File: src/rtl/scmp_run_ctrl.sv
// Run/halt/step controller for a CPU: reset hold, prescaled clock enable, single step.
// Optional breakpoint comparator enabled by defining SCMP_RUN_CTRL_BRK_EN.
module scmp_run_ctrl #(
  parameter int DIV_W = 16
) (
  input  logic        clk,
  input  logic        rst,
  input  logic        run_req,
  input  logic        halt_req,
  input  logic        step_req,
  input  logic [3:0]  div_sel,
  input  logic [11:0] cpu_addr,
  input  logic        cpu_fetch,
  input  logic [11:0] brk_addr,
  input  logic        brk_en,
  output logic        cpu_ce,
  output logic        cpu_rst,
  output logic [1:0]  state,
  output logic        brk_hit
);

  typedef enum logic [1:0] {
    ST_RST_HOLD = 2'd0,
    ST_HALT     = 2'd1,
    ST_RUN      = 2'd2,
    ST_STEP     = 2'd3
  } st_t;

  st_t              st;
  logic [DIV_W-1:0] cnt;
  logic [DIV_W-1:0] reload;
  logic [1:0]       hold;
  logic             first;
  logic             ce_due;
  logic             stop_fetch;
  logic             hit;

  // Handshake: the *_req inputs are single-cycle pulses with no ready; a
  // request is either acted on at the next edge or dropped, never queued.
  assign reload     = (DIV_W'(1) << div_sel) - DIV_W'(1);
  assign ce_due     = ((st == ST_RUN) || (st == ST_STEP)) && (cnt == '0);
  assign stop_fetch = (st == ST_STEP) && ce_due && cpu_fetch && !first;
  assign cpu_ce     = ce_due && !halt_req && !stop_fetch && !hit;
  assign cpu_rst    = (st == ST_RST_HOLD);
  assign state      = st;

`ifdef SCMP_RUN_CTRL_BRK_EN
  logic skip;
  logic brk_q;

  assign hit     = (st == ST_RUN) && ce_due && brk_en && cpu_fetch &&
                   (cpu_addr == brk_addr) && !skip;
  assign brk_hit = brk_q;

  // skip lets the CPU resume from the instruction it stopped on.
  always_ff @(posedge clk) begin
    if (rst) begin
      skip  <= 1'b0;
      brk_q <= 1'b0;
    end else if ((st == ST_HALT) && !halt_req && (step_req || run_req)) begin
      brk_q <= 1'b0;
      skip  <= !step_req;
    end else if (st == ST_RUN) begin
      if (hit) brk_q <= 1'b1;
      if (cpu_ce) skip <= 1'b0;
    end
  end
`else
  logic unused_brk;

  assign hit        = 1'b0;
  assign brk_hit    = 1'b0;
  assign unused_brk = ^{cpu_addr, brk_addr, brk_en};
`endif

  always_ff @(posedge clk) begin
    if (rst) begin
      st    <= ST_RST_HOLD;
      cnt   <= '0;
      hold  <= 2'd0;
      first <= 1'b0;
    end else begin
      case (st)
        ST_RST_HOLD: begin
          if (hold == 2'd3) st <= ST_HALT;
          else              hold <= hold + 2'd1;
        end
        ST_HALT: begin
          if (halt_req) begin
            st <= ST_HALT;
          end else if (step_req) begin
            st    <= ST_STEP;
            cnt   <= '0;
            first <= 1'b1;
          end else if (run_req) begin
            st  <= ST_RUN;
            cnt <= '0;
          end
        end
        ST_RUN: begin
          if (halt_req || hit) st  <= ST_HALT;
          else if (ce_due)     cnt <= reload;
          else                 cnt <= cnt - DIV_W'(1);
        end
        ST_STEP: begin
          if (halt_req || stop_fetch) begin
            st <= ST_HALT;
          end else if (ce_due) begin
            cnt   <= reload;
            first <= 1'b0;
          end else begin
            cnt <= cnt - DIV_W'(1);
          end
        end
        default: st <= ST_RST_HOLD;
      endcase
    end
  end

endmodule

File: config.mk
export PLATFORM = sky130hd
export DESIGN_NAME = scmp_run_ctrl
export DESIGN_NICKNAME = d
export VERILOG_FILES = /design/src/rtl/scmp_run_ctrl.sv
export SDC_FILE = /design/constraint.sdc
export NUM_CORES = 1
export LEC_CHECK = 0
export ABC_AREA = 1
export BUFFER_PORTS_ARGS = -buffer_cell sky130_fd_sc_hd__buf_2
export CAP_MARGIN = 20
export CORE_MARGIN = 1
export CORE_UTILIZATION = 29
export CTS_CLUSTER_DIAMETER = 200
export CTS_CLUSTER_SIZE = 8
export DETAILED_ROUTE_END_ITERATION = 10
export PLACE_DENSITY = 0.53
export SLEW_MARGIN = 40
export SYNTH_ARGS = -nofsm -noshare
export SYNTH_HDL_FRONTEND = slang
export SYNTH_SLANG_ARGS = --single-unit
File: constraint.sdc
create_clock -name clk -period 3.5 [get_ports clk]
set_input_delay 0.7 -clock clk [delete_from_list [all_inputs] [get_ports clk]]
set_output_delay 0.7 -clock clk [all_outputs]
set_load 0.02 [all_outputs]
---- Word level (Yosys, flattened, before mapping) ----
Index checks and enable logic that the tools add are counted.
word-level totals
  latch bits .............................. 0
  memories ................................ 0
  memory bits (writable) .................. 0
  input port bits ......................... 35
  memory bits (read-only) ................. 0
  flip-flop bits (word level) ............. 21
  logic and storage cells ................. 61
operators by class
  bitwise logic cells ..................... 1
  muxes and demuxes ....................... 19
  shift-type cells ........................ 1
  multiply operators ...................... 0
  divide/modulo/power cells ............... 0
  add/sub/neg operators ................... 3
  equality and inequality tests ........... 14
  magnitude comparators ................... 0
  reductions and logical operators ........ 19
operators by type and width
  cell                                                                     number
  16-bit two-way mux                                                       6
  16-bit case mux with 3 select lines                                      1
  16-bit logical NOT                                                       1
  1-bit by 4-bit << shifter with 16-bit output, first input constant       1
  16-bit by 1-bit subtractor with 16-bit output, second input constant     1
  16-bit by 2-bit subtractor with 16-bit output, second input constant     1
  2-bit two-way mux                                                        6
  2-bit inequality test, second input constant                             6
  5-bit AND reduction                                                      2
  2-bit case mux with 4 select lines                                       1
  2-bit equality test, second input constant                               3
  1-bit logical AND                                                        6
  1-bit two-way mux                                                        4
  2-bit by 1-bit inequality test with 1-bit output, second input constant  2
  4-bit inequality test, second input constant                             1
  4-bit AND reduction                                                      1
  1-bit logical NOT                                                        3
  3-bit inequality test, second input constant                             1
  3-bit nonzero test                                                       1
  2-bit by 1-bit adder with 2-bit output, second input constant            1
  2-bit by 1-bit equality test with 1-bit output, second input constant    1
  2-bit logical NOT                                                        1
  1-bit logical OR                                                         2
  1-bit case mux with 2 select lines                                       1
  other kinds (3)                                                          3

---- Depth between registers and ports, before layout ----
Gate-level depths: netlist of the first run.
  depth after elaboration ................. 9
  gate-level depth with buffers ........... 15
  depth with buffers taken out ............ 15

---- Worst setup path after synthesis of the first run ----
Ideal clock, no wire load.
  path type ............................... register to output
  start ................................... register st[1], in the netlist state[1]
  end ..................................... output port cpu_ce
  required time ........................... 2800 ps
  arrival time ............................ 1343 ps
  cell stages (with the launch flop) ...... 6
  path buffers ............................ 1
  path slack .............................. 1457 ps
  cell sequence ........................... dfxtp_1 > buf_2 > nand3_1 > nor2_1 > nand3_1 > nor2_1
between the ends
  word-level cells in the longest chain between the ends .. 8
  elaborated cells on any way between the ends .. 10
  classes of those cells .................. eq/ne: 2; reduce/logical: 8
ends and longest elaborated chain
  what                                           RTL line  RTL
  start: declaration                             29        st_t st;
  start signal: assignment                       78        st <= ST_RST_HOLD;
  start signal: assignment                       85        if (hold == 2'd3) st <= ST_HALT;
  start signal: assignment                       90        st <= ST_HALT;
  2-bit equality test, on equally long branches  41, 42
  1-bit logical OR                               41        assign ce_due = ((st == ST_RUN) || (st == ST_STEP)) && (cnt == '0);
  1-bit logical AND                              41
  1-bit logical AND (3 in a row)                 42        assign stop_fetch = (st == ST_STEP) && ce_due && cpu_fetch && !first;
  1-bit logical NOT                              43        assign cpu_ce = ce_due && !halt_req && !stop_fetch && !hit;
  1-bit logical AND *                            43
  end: declaration                               16        output logic cpu_ce,
Every way passes the cells marked *; elsewhere a longest branch is shown, timed or not.

---- Final worst setup path of the first run ----
Ends and elaborated chain as after synthesis.

==> results.toml, run 1 <==
[global_routing]
grt_use_met2_pct = 26.7
gr-usage-all-layers_pct = 16.2
grt-ovfl-total = 0
top_usage_layer = "met2"
grt_pass1_vias = 1783
grt_pass1_wl_mm = 8.36
met3_usage_pct = 2.44
antenna_found_initial = 0
use_met1_pct = 22.8
grt_max_degree = 27

[worst_setup_path]
worstSetupStartpointType = "flip-flop"
end_kind = "output pin"
path_class = "reg -> out"
critical_path_arrival_ns = 1.89
crit_required_ns = 2.80
worstPathMaxFanout = 16

[floorplanning]
die_area_um2 = 6710
initial_utilization_pct = 30.8
rows = 28
die_w_um = 81.9
die_h_um = 81.9
coreArea_um2 = 6030
ioPinCount = 40

[synthesis]
ys_seq_area_share_pct = 22.7
mappedNetlistArea_um2 = 1850
synth_top_family_by_area = "simple AND/OR/NAND/NOR gates"
synthMuxAreaShare_pct = 0
avgSynthCellArea_um2 = 5.65
synthCells = 328
synth_seq_cells = 21
synth_compound_area_share_pct = 6.41
yosys.area_share.simple_pct = 52.9
yosys_warnings = 0
syn_nets = 367
synth-xor-area-share_pct = 2.84
synthAdderAreaFrac_pct = 2.70
synthDistinctLibCells = 32

[sta]
period_share_pct = 73.9
fin_tns_setup_ns = 0
min_period_ns = 2.59
worst_pin_slew_ns = 0.656
fmax_mhz = 387
setup_violations = 0
hold_viol = 0
skew_ns = 0.0112
rsz0062_at_grt = "false"
max_slew_margin_pct = 56.2
report.final.slew_viol_count = 0

[hold_path]
min_path_type = "reg -> reg"

[drt]
wl_mm = 4.85
drt-initial-drc-count = 138
dr.pass1.iters = 4
post-route-drc-count = 0
ant_nets = 0
viasPerCell = 4.69
wl_per_cell_um = 11.8
vias = 1926

[outcome]
outcome = "completed"

[run]
drv_cap = 0

[cts]
cts_resized = 0
holdBufCountCts = 0
cts_buffers = 3
cts_buffer_depth = 2
cts-root-buf = "clkbuf_8"
post-cts-setup-buffers = 0
cts_tree = "built"
clk_latency_ns = 0.27
path_clk_slew_ns = 0.08
cts_sinks = 21
h-tree-depth = 1

[place]
numPortBuffers = 13
dp_hpwl_mm = 3.69
gp_congestion = 0.869

[final_layout]
num_antenna_cells = 0
syn_to_final_growth_pct = 7.63
fillers = 710
fin_nets = 376
drive_above_1_share_pct = 9.82

[pwr]
powerDensity_nw_per_um2 = 546
p_leak_nw = 1.01
power_mw = 1.09
ir_worst_vdd_uv = 160
-- path summary, 6_finish.rpt --
kind                   to  slack [ns]  cells after the start      from
setup / recovery   cpu_ce        0.91                      5  state[1]
hold / removal    hold[0]        0.48                      1   hold[0]
setup reg to reg   cnt[1]        1.19                      8  state[1]
hold reg to reg   hold[0]        0.48                      1   hold[0]
-- logic make-up (layout without fill, tap and decap cells) --
kind of cell,after synthesis,after routing
fa+ha+maj,4,4
flops,21,21
other cells,1,1
buf+inv,53,61
simple gates,220,220
compound gates,23,23
xor+xnor,6,6
-- state kept, by name, indices dropped and copies added, names as in the netlist --
| name | count |
|---|---|
| hold | 2 |
| cnt | 16 |
| first | 1 |
| state | 2 |
-- layer usage --
layer | part of all wire, % | vias up
met4 | 0.39 | 0
li1 | - | 1029
met1 | 51 | 878
met2 | 46 | 17
met3 | 2.5 | 2
met5 | 0 | -
-- report_power, final --
part / internal, mW / switching, mW
Sequential: 0.271 / 0.0364
Combinational: 0.207 / 0.403
Clock: 0.0813 / 0.0902
-- through the flow --
step	util (%)	worst slack (ns)	cell area (µm²)	instances	hold WS, ns
CTS	33.1	0.939	1990	411	0.483
global route	33.1	0.786	1990	411	0.509
floorplan	-	1.46	1850	328	0.429
finish	33.1	0.914	1990	411	0.476
detailed placement	32.4	1.12	1950	407	0.464
global placement	32.4	1.15	1950	407	0.450
-- critical path: stages, from the launching register on --
cell     delay, ns
dfxtp_1       0.75
nand3_1       0.15
nor2_1        0.16
nand3_1       0.19
nor2_1        0.18
buf_2         0.18
-- cells in the final DEF, fill, tap and decap left out, drive strengths merged, types with 10 or more instances in the layout --
cell   netlist  final
nand3       45     45
dfxtp       21     21
nor2        71     71
o21ai       11     11
buf          7     13
a21oi       10     10
inv         41     41
nand2       97     97
-- Yosys cell counts --
| cell type | number | area (µm²) |
|---|---|---|
| conb_1 | 1 | 3.75 |
| ha_1 | 4 | 50.1 |
| buf_1 | 1 | 3.75 |
| nand2_2 | 2 | 12.5 |
| dfxtp_1 | 21 | 420 |
| nor3_1 | 1 | 5.00 |
| inv_1 | 40 | 150 |
| nor2_2 | 6 | 37.5 |
| nand3_1 | 43 | 215 |
| or2_2 | 1 | 6.26 |
| inv_2 | 1 | 3.75 |
| nor2_1 | 62 | 233 |
| o21ai_1 | 3 | 15.0 |
| nand3_4 | 1 | 17.5 |
| clkbuf_1 | 2 | 7.51 |
| nand4_4 | 1 | 21.3 |
| nand3b_1 | 2 | 15.0 |
| xnor2_1 | 2 | 17.5 |
| clkinv_1 | 3 | 11.3 |
| o21a_1 | 1 | 7.51 |
| a21oi_1 | 10 | 50.1 |
| o21ai_0 | 8 | 40.0 |
| buf_2 | 2 | 10.0 |
| buf_4 | 1 | 7.51 |
| xor2_1 | 4 | 35.0 |
| nor3_2 | 1 | 10.0 |
| nand2_1 | 95 | 357 |
| buf_6 | 3 | 33.8 |
| a31oi_1 | 1 | 6.26 |
| and2_1 | 1 | 6.26 |
| nand3_2 | 1 | 10.0 |
| nor2_4 | 3 | 33.8 |
-- cell type report --
type                            count  area [µm²]  area share, %
Clock buffer                        4        45.0           2.26
Inverter                           44         165           8.28
Multi-Input combinational cell    254        1200           60.4
Sequential cell                    21         420           21.1
Tap cell                           75        93.8           4.71
Timing Repair Buffer               13        65.1           3.26
Power figures use the tool's default switching activity.
==> run 2: changes to the inputs <==
--- a/config.mk
+++ b/config.mk
@@ -5,7 +5,7 @@
 export SDC_FILE = /design/constraint.sdc
 export NUM_CORES = 1
 export LEC_CHECK = 0
-export ABC_AREA = 1
+export ABC_AREA = 0
 export BUFFER_PORTS_ARGS = -buffer_cell sky130_fd_sc_hd__buf_2
 export CAP_MARGIN = 20
 export CORE_MARGIN = 1
@@ -13,7 +13,7 @@
 export CTS_CLUSTER_DIAMETER = 200
 export CTS_CLUSTER_SIZE = 8
 export DETAILED_ROUTE_END_ITERATION = 10
-export PLACE_DENSITY = 0.53
+export PLACE_DENSITY = 0.56
 export SLEW_MARGIN = 40
 export SYNTH_ARGS = -nofsm -noshare
 export SYNTH_HDL_FRONTEND = slang
==> constraint.sdc (replaced) <==
create_clock -name clk -period 2.1 [get_ports clk]
set_input_delay 0.42 -clock clk [delete_from_list [all_inputs] [get_ports clk]]
set_output_delay 0.42 -clock clk [all_outputs]
set_load 0.02 [all_outputs]
==> results.toml, run 2 <==
[outcome]
outcome = "finished with violations"
violations = "negative setup slack"

[sta]
rsz0062_at_grt = "true"
setup_violations = 1
worst_slack_ns = -0.0516
hold_viol = 0
skew_ns = 0.00702
fmax_mhz = 465
fin_tns_setup_ns = -0.0516
report.final.slew_viol_count = 0
min_period_ns = 2.15
period_share_pct = 102

[place]
numPortBuffers = 13
placed_area_um2 = 1950
dp_hpwl_mm = 3.50
gp_congestion = 0.850

[synthesis]
synth_top_family_by_area = "simple AND/OR/NAND/NOR gates"
yosysMostFrequentCell = "nand2_1"
ys_top_cells_by_count = "nand2_1 (22), dfxtp_1 (21), nor2_1 (20), a21oi_1 (17), nor3_1 (15)"
avgSynthCellArea_um2 = 7.42
ys_seq_area_share_pct = 27.1
synthCells = 209
synth_edf_count = 0
synth.area.top_cells = "dfxtp_1 (27%), a21oi_1 (5.5%), nand2_1 (5.3%)"
mappedNetlistArea_um2 = 1550
synth_seq_cells = 21
synth_compound_area_share_pct = 26.9
yosys.area_share.simple_pct = 30.3
yosys_warnings = 0
synthAdderAreaFrac_pct = 3.23
synthMuxAreaShare_pct = 3.31
synthFlopType = "dfxtp_1"
synth-xor-area-share_pct = 2.26
synth_top_area_share_pct = 27.1
synthDistinctLibCells = 54
syn_nets = 248
yosysTopAreaCell = "dfxtp_1"
async_flop_share_pct = 0

[drt]
highest_layer = "met4"
drt-initial-drc-count = 121
wl_met2_mm = 2.03
wl_mm = 4.66
viasPerCell = 5.19
wl_met1_mm = 2.40
post-route-drc-count = 0
dr.pass1.iters = 4
vias = 1709
ant_nets = 0
dr_wl_met3_um = 154
wl_per_cell_um = 14.2

[global_routing]
grt_max_degree = 14
grt_pass1_wl_mm = 7.15
gr-usage-all-layers_pct = 17.0
grt-ovfl-total = 0
antenna_found_initial = 0
grt_pass1_vias = 1404

[floorplanning]
die_w_um = 75.1
ioPinCount = 40
rows = 26
initial_utilization_pct = 30.2
coreArea_um2 = 5140
die_area_um2 = 5650
die_h_um = 75.1

[final_layout]
multiInputGateArea_um2 = 1090
num_antenna_cells = 0
final_common_cell = "buf_4"
final_cell_mix = "buf_4 (43), nand2_1 (21), nor2_1 (20)"
final_util_pct = 41.0
largest_register_ffs = 16
design_area_um2 = 2110
fillers = 535
drive_above_1_share_pct = 32.4
fin_nets = 299
syn_to_final_growth_pct = 35.8
register_area_um2 = 424
top_register = "cnt"

[worst_setup_path]
crit_required_ns = 1.68
worstPathMaxFanout = 2
critical_path_arrival_ns = 1.73
worst_path_dominant_cell_family = "simple AND/OR/NAND/NOR gates"
cp_num_buf_inv = 1
cpMaxStageDelayCell = "or4_4"
path_class = "reg -> out"
crit_chain = "or4_4, nor3_4, nand2_2, nor3b_2, buf_4"
r2r_setup_slack_ns = 0.01
end_kind = "output pin"
cpPeakStageDelay_ns = 0.56
worstSetupStartpointType = "flip-flop"

[pwr]
switching_share_pct = 35.2
p_seq_share_pct = 38.2
powerDensity_nw_per_um2 = 589
pwr-share-comb_pct = 38.9
p_switching_uw = 437
power.internal_uw = 805
pwr-share-clk_pct = 22.9
ir_worst_vdd_uv = 241
p_leak_nw = 0.882

[cts]
cts-root-buf = "clkbuf_8"
holdBufCountCts = 0
clk_latency_ns = 0.27
cts_tree = "built"
path_clk_slew_ns = 0.08
h-tree-depth = 1
cts_sinks = 21
cts_buffers = 3
cts_buffer_depth = 2

[hold_path]
min_path_type = "reg -> reg"

[run]
drv_cap = 0
## run 2: changes by cell type after synthesis, moves of 6 or more
cell      change
nand3_1      -39
nand2_1      -73
nor2_1       -42
nor2_2        -6
inv_1        -30
clkbuf_1      +6
nor3_1       +14
a21oi_1       +7
## run 2: power groups by stage
stage | Combinational [mW] | Sequential (mW) | Clock, mW
floorplan | 0.284 | 0.486 | 0
global placement | 0.438 | 0.482 | 0
detailed placement | 0.440 | 0.482 | 0
CTS | 0.451 | 0.474 | 0.288
global route | 0.525 | 0.480 | 0.300
finish | 0.484 | 0.474 | 0.284
## run 2: stage by stage
| stage | instances | hold WS, ns | setup WS, ns | power [mW] |
|---|---|---|---|---|
| 6_report | 329 | 0.484 | -0.0516 | 1.24 |
| 5_1_grt | 329 | 0.508 | -0.115 | 1.31 |
| 4_1_cts | 323 | 0.467 | -0.0412 | 1.21 |
| 3_5_place_dp | 319 | 0.454 | -0.0539 | 0.922 |
| 3_3_place_gp | 319 | 0.460 | -0.0752 | 0.920 |
| 2_1_floorplan | 209 | 0.430 | 0.0338 | 0.769 |
## run 2: cells by family (layout without fill, tap and decap cells)
family,after synthesis,after routing
multiplexers,5,5
flip-flops,21,21
adder cells (fa/ha/maj),4,4
AO/OA/AOI/OAI,64,64
buffers and inverters,22,72
XOR/XNOR,4,4
AND/OR/NAND/NOR,88,88
other,1,1
## run 2: worst paths after layout
check / startpoint / endpoint / depth (start not counted)
max reg2reg: cnt[11] / cnt[6] / 8
min reg2reg: cnt[13] / cnt[13] / 2
max: cnt[11] / cpu_ce / 5
min: cnt[13] / cnt[13] / 2
## run 2: worst reg2reg max path: stages, from the launching register on
cell      delay (ns)
dfxtp_2         0.33
or4_4           0.56
buf_4           0.17
nor4_4          0.20
buf_4           0.17
and2_4          0.18
buf_4           0.14
a21oi_1         0.09
o211ai_1        0.17
## run 2: layout make-up
cell class | count | area share (%)
Timing Repair Buffer | 58 | 19.8
Clock inverter | 1 | 0.238
Inverter | 10 | 1.78
Clock buffer | 3 | 1.96
Tap cell | 70 | 4.16
Multi-Input combinational cell | 166 | 52.0
Sequential cell | 21 | 20.1
## run 2: repair_timing
item	CTS	global route
pin swaps	3	6
endpoints found under the setup margin	1	17
setup buffers	1	6
resized for setup	7	16
gates cloned	0	0
## run 2: per-layer routing
layer	vias up	track usage [%]
met1	788	25.4
met3	6	2.81
li1	876	-
met5	-	0
met4	0	3.70
met2	39	25.6
==> run 3: changes to the inputs <==
--- a/config.mk
+++ b/config.mk
@@ -8,7 +8,7 @@
 export ABC_AREA = 0
 export BUFFER_PORTS_ARGS = -buffer_cell sky130_fd_sc_hd__buf_2
 export CAP_MARGIN = 20
-export CORE_MARGIN = 1
+export CORE_MARGIN = 3
 export CORE_UTILIZATION = 29
 export CTS_CLUSTER_DIAMETER = 200
 export CTS_CLUSTER_SIZE = 8
==> results.toml, run 3 (same netlist as run 2, synthesis figures left out) <==
[outcome]
outcome = "finished with violations"
violations = "negative setup slack"

[pwr]
ir_worst_vdd_uv = 386
p_leak_nw = 0.899
power_mw = 1.33
powerDensity_nw_per_um2 = 599

[drt]
wl_mm = 4.96
ant_nets = 0
wl_per_cell_um = 15.2
viasPerCell = 5.37
post-route-drc-count = 0
dr.pass1.iters = 4
drt-initial-drc-count = 142
vias = 1757

[cts]
cts_tree = "built"
path_clk_slew_ns = 0.08
cts_buffers = 3
cts_sinks = 21
cts_buffer_depth = 2
cts-root-buf = "clkbuf_8"
clk_latency_ns = 0.27
h-tree-depth = 1

[global_routing]
grt_use_met2_pct = 23.7
grt-ovfl-total = 0
met3_usage_pct = 2.04
use_met1_pct = 23.4
grt_pass1_wl_mm = 7.85
gr-usage-all-layers_pct = 15.5
grt_max_degree = 14
antenna_found_initial = 0
top_usage_layer = "met2"
grt_pass1_vias = 1545

[place]
gp_congestion = 0.837
dpl_worst_slack_ns = -0.121
numPortBuffers = 13
dp_hpwl_mm = 3.53

[hold_path]
min_path_type = "reg -> reg"
whs_path_depth = 2

[run]
drv_cap = 0

[sta]
hold_viol = 0
worst_slack_ns = -0.0843
period_share_pct = 104
min_period_ns = 2.18
max_slew_margin_pct = 66.0
whs_ns = 0.477
report.final.slew_viol_count = 0
worst_pin_slew_ns = 0.510
rsz0062_at_grt = "true"
setup_violations = 5
skew_ns = 0.00569
fmax_mhz = 458

[floorplanning]
die_area_um2 = 6260
coreArea_um2 = 4940
initial_utilization_pct = 31.4
die_h_um = 79.1
die_w_um = 79.1
rows = 25
ioPinCount = 40

[final_layout]
fin_nets = 300
final_cell_mix = "buf_4 (39), nand2_1 (20), nor2_1 (20)"
fillers = 534
top_register = "cnt"
num_antenna_cells = 0
multiInputGateArea_um2 = 1180
register_area_um2 = 423
syn_to_final_growth_pct = 43.1
final_common_cell = "buf_4"
drive_above_1_share_pct = 37.7
largest_register_ffs = 16
final_util_pct = 44.9

[worst_setup_path]
r2r_cells = 8
end_kind = "output pin"
worstPathMaxFanout = 2
path_class = "reg -> out"
critical_path_arrival_ns = 1.76
crit_required_ns = 1.68
worstSetupStartpointType = "flip-flop"
==> run 3: changes by cell type in the layout (fill, tap and decap cells not counted), moves of 3 or more <==
| cell | delta |
|---|---|
| a21oi_2 | +3 |
| a21oi_1 | -4 |
| buf_4 | -4 |
| buf_6 | +5 |
==> run 3: worst paths after layout <==
kind / startpoint / endpoint / slack [ns]
hold reg to reg: cnt[13] / cnt[13] / 0.48
hold / removal: cnt[13] / cnt[13] / 0.48
setup reg to reg: cnt[10] / cnt[6] / -0.02
setup / recovery: cnt[5] / cpu_ce / -0.08
==> run 3: report_power, final <==
group	internal [mW]	total, mW	switching [mW]
clock network	0.133	0.281	0.149
logic	0.282	0.574	0.291
registers	0.441	0.475	0.0343
==> run 3: cell type report <==
type	count	area share (%)
repair buffers	59	20.0
clock buffers	3	1.86
well taps	67	3.78
inverters	10	1.80
clock inverters	1	0.225
multi-input cells	166	53.3
flip-flops and latches	21	19.1
==> run 3: per-stage QoR <==
| stage | std cells | TNS [ns] | area (µm²) |
|---|---|---|---|
| finish | 327 | -0.147 | 2220 |
| global route | 327 | -0.745 | 2220 |
| CTS | 316 | -0.136 | 1980 |
| detailed placement | 311 | -0.354 | 1910 |
| global placement | 311 | -0.231 | 1910 |
| floorplan | 209 | 0 | 1570 |
==> run 3: critical path, stage by stage, from the launching register on <==
cell and delay [ns]:
dfxtp_2 0.33, or3_4 0.40, buf_6 0.13, nor3_4 0.20, nand2_2 0.10, nor3b_2 0.18, buf_4 0.16
==> run 3: repair_timing <==
| item | in CTS | in global routing |
|---|---|---|
| hold buffers | 0 | 0 |
| buffers inserted | 1 | 11 |
| gates resized for setup | 6 | 40 |
| setup endpoints to repair | 2 | 11 |
| pin swaps | 2 | 15 |
==> run 3: per-layer routing <==
layer	vias to the layer above	part of all wire [%]	wire, µm
met5	-	0	0
met4	0	2.3	116
met3	12	5.8	287
met2	59	46	2280
met1	810	46	2280
li1	876	-	-
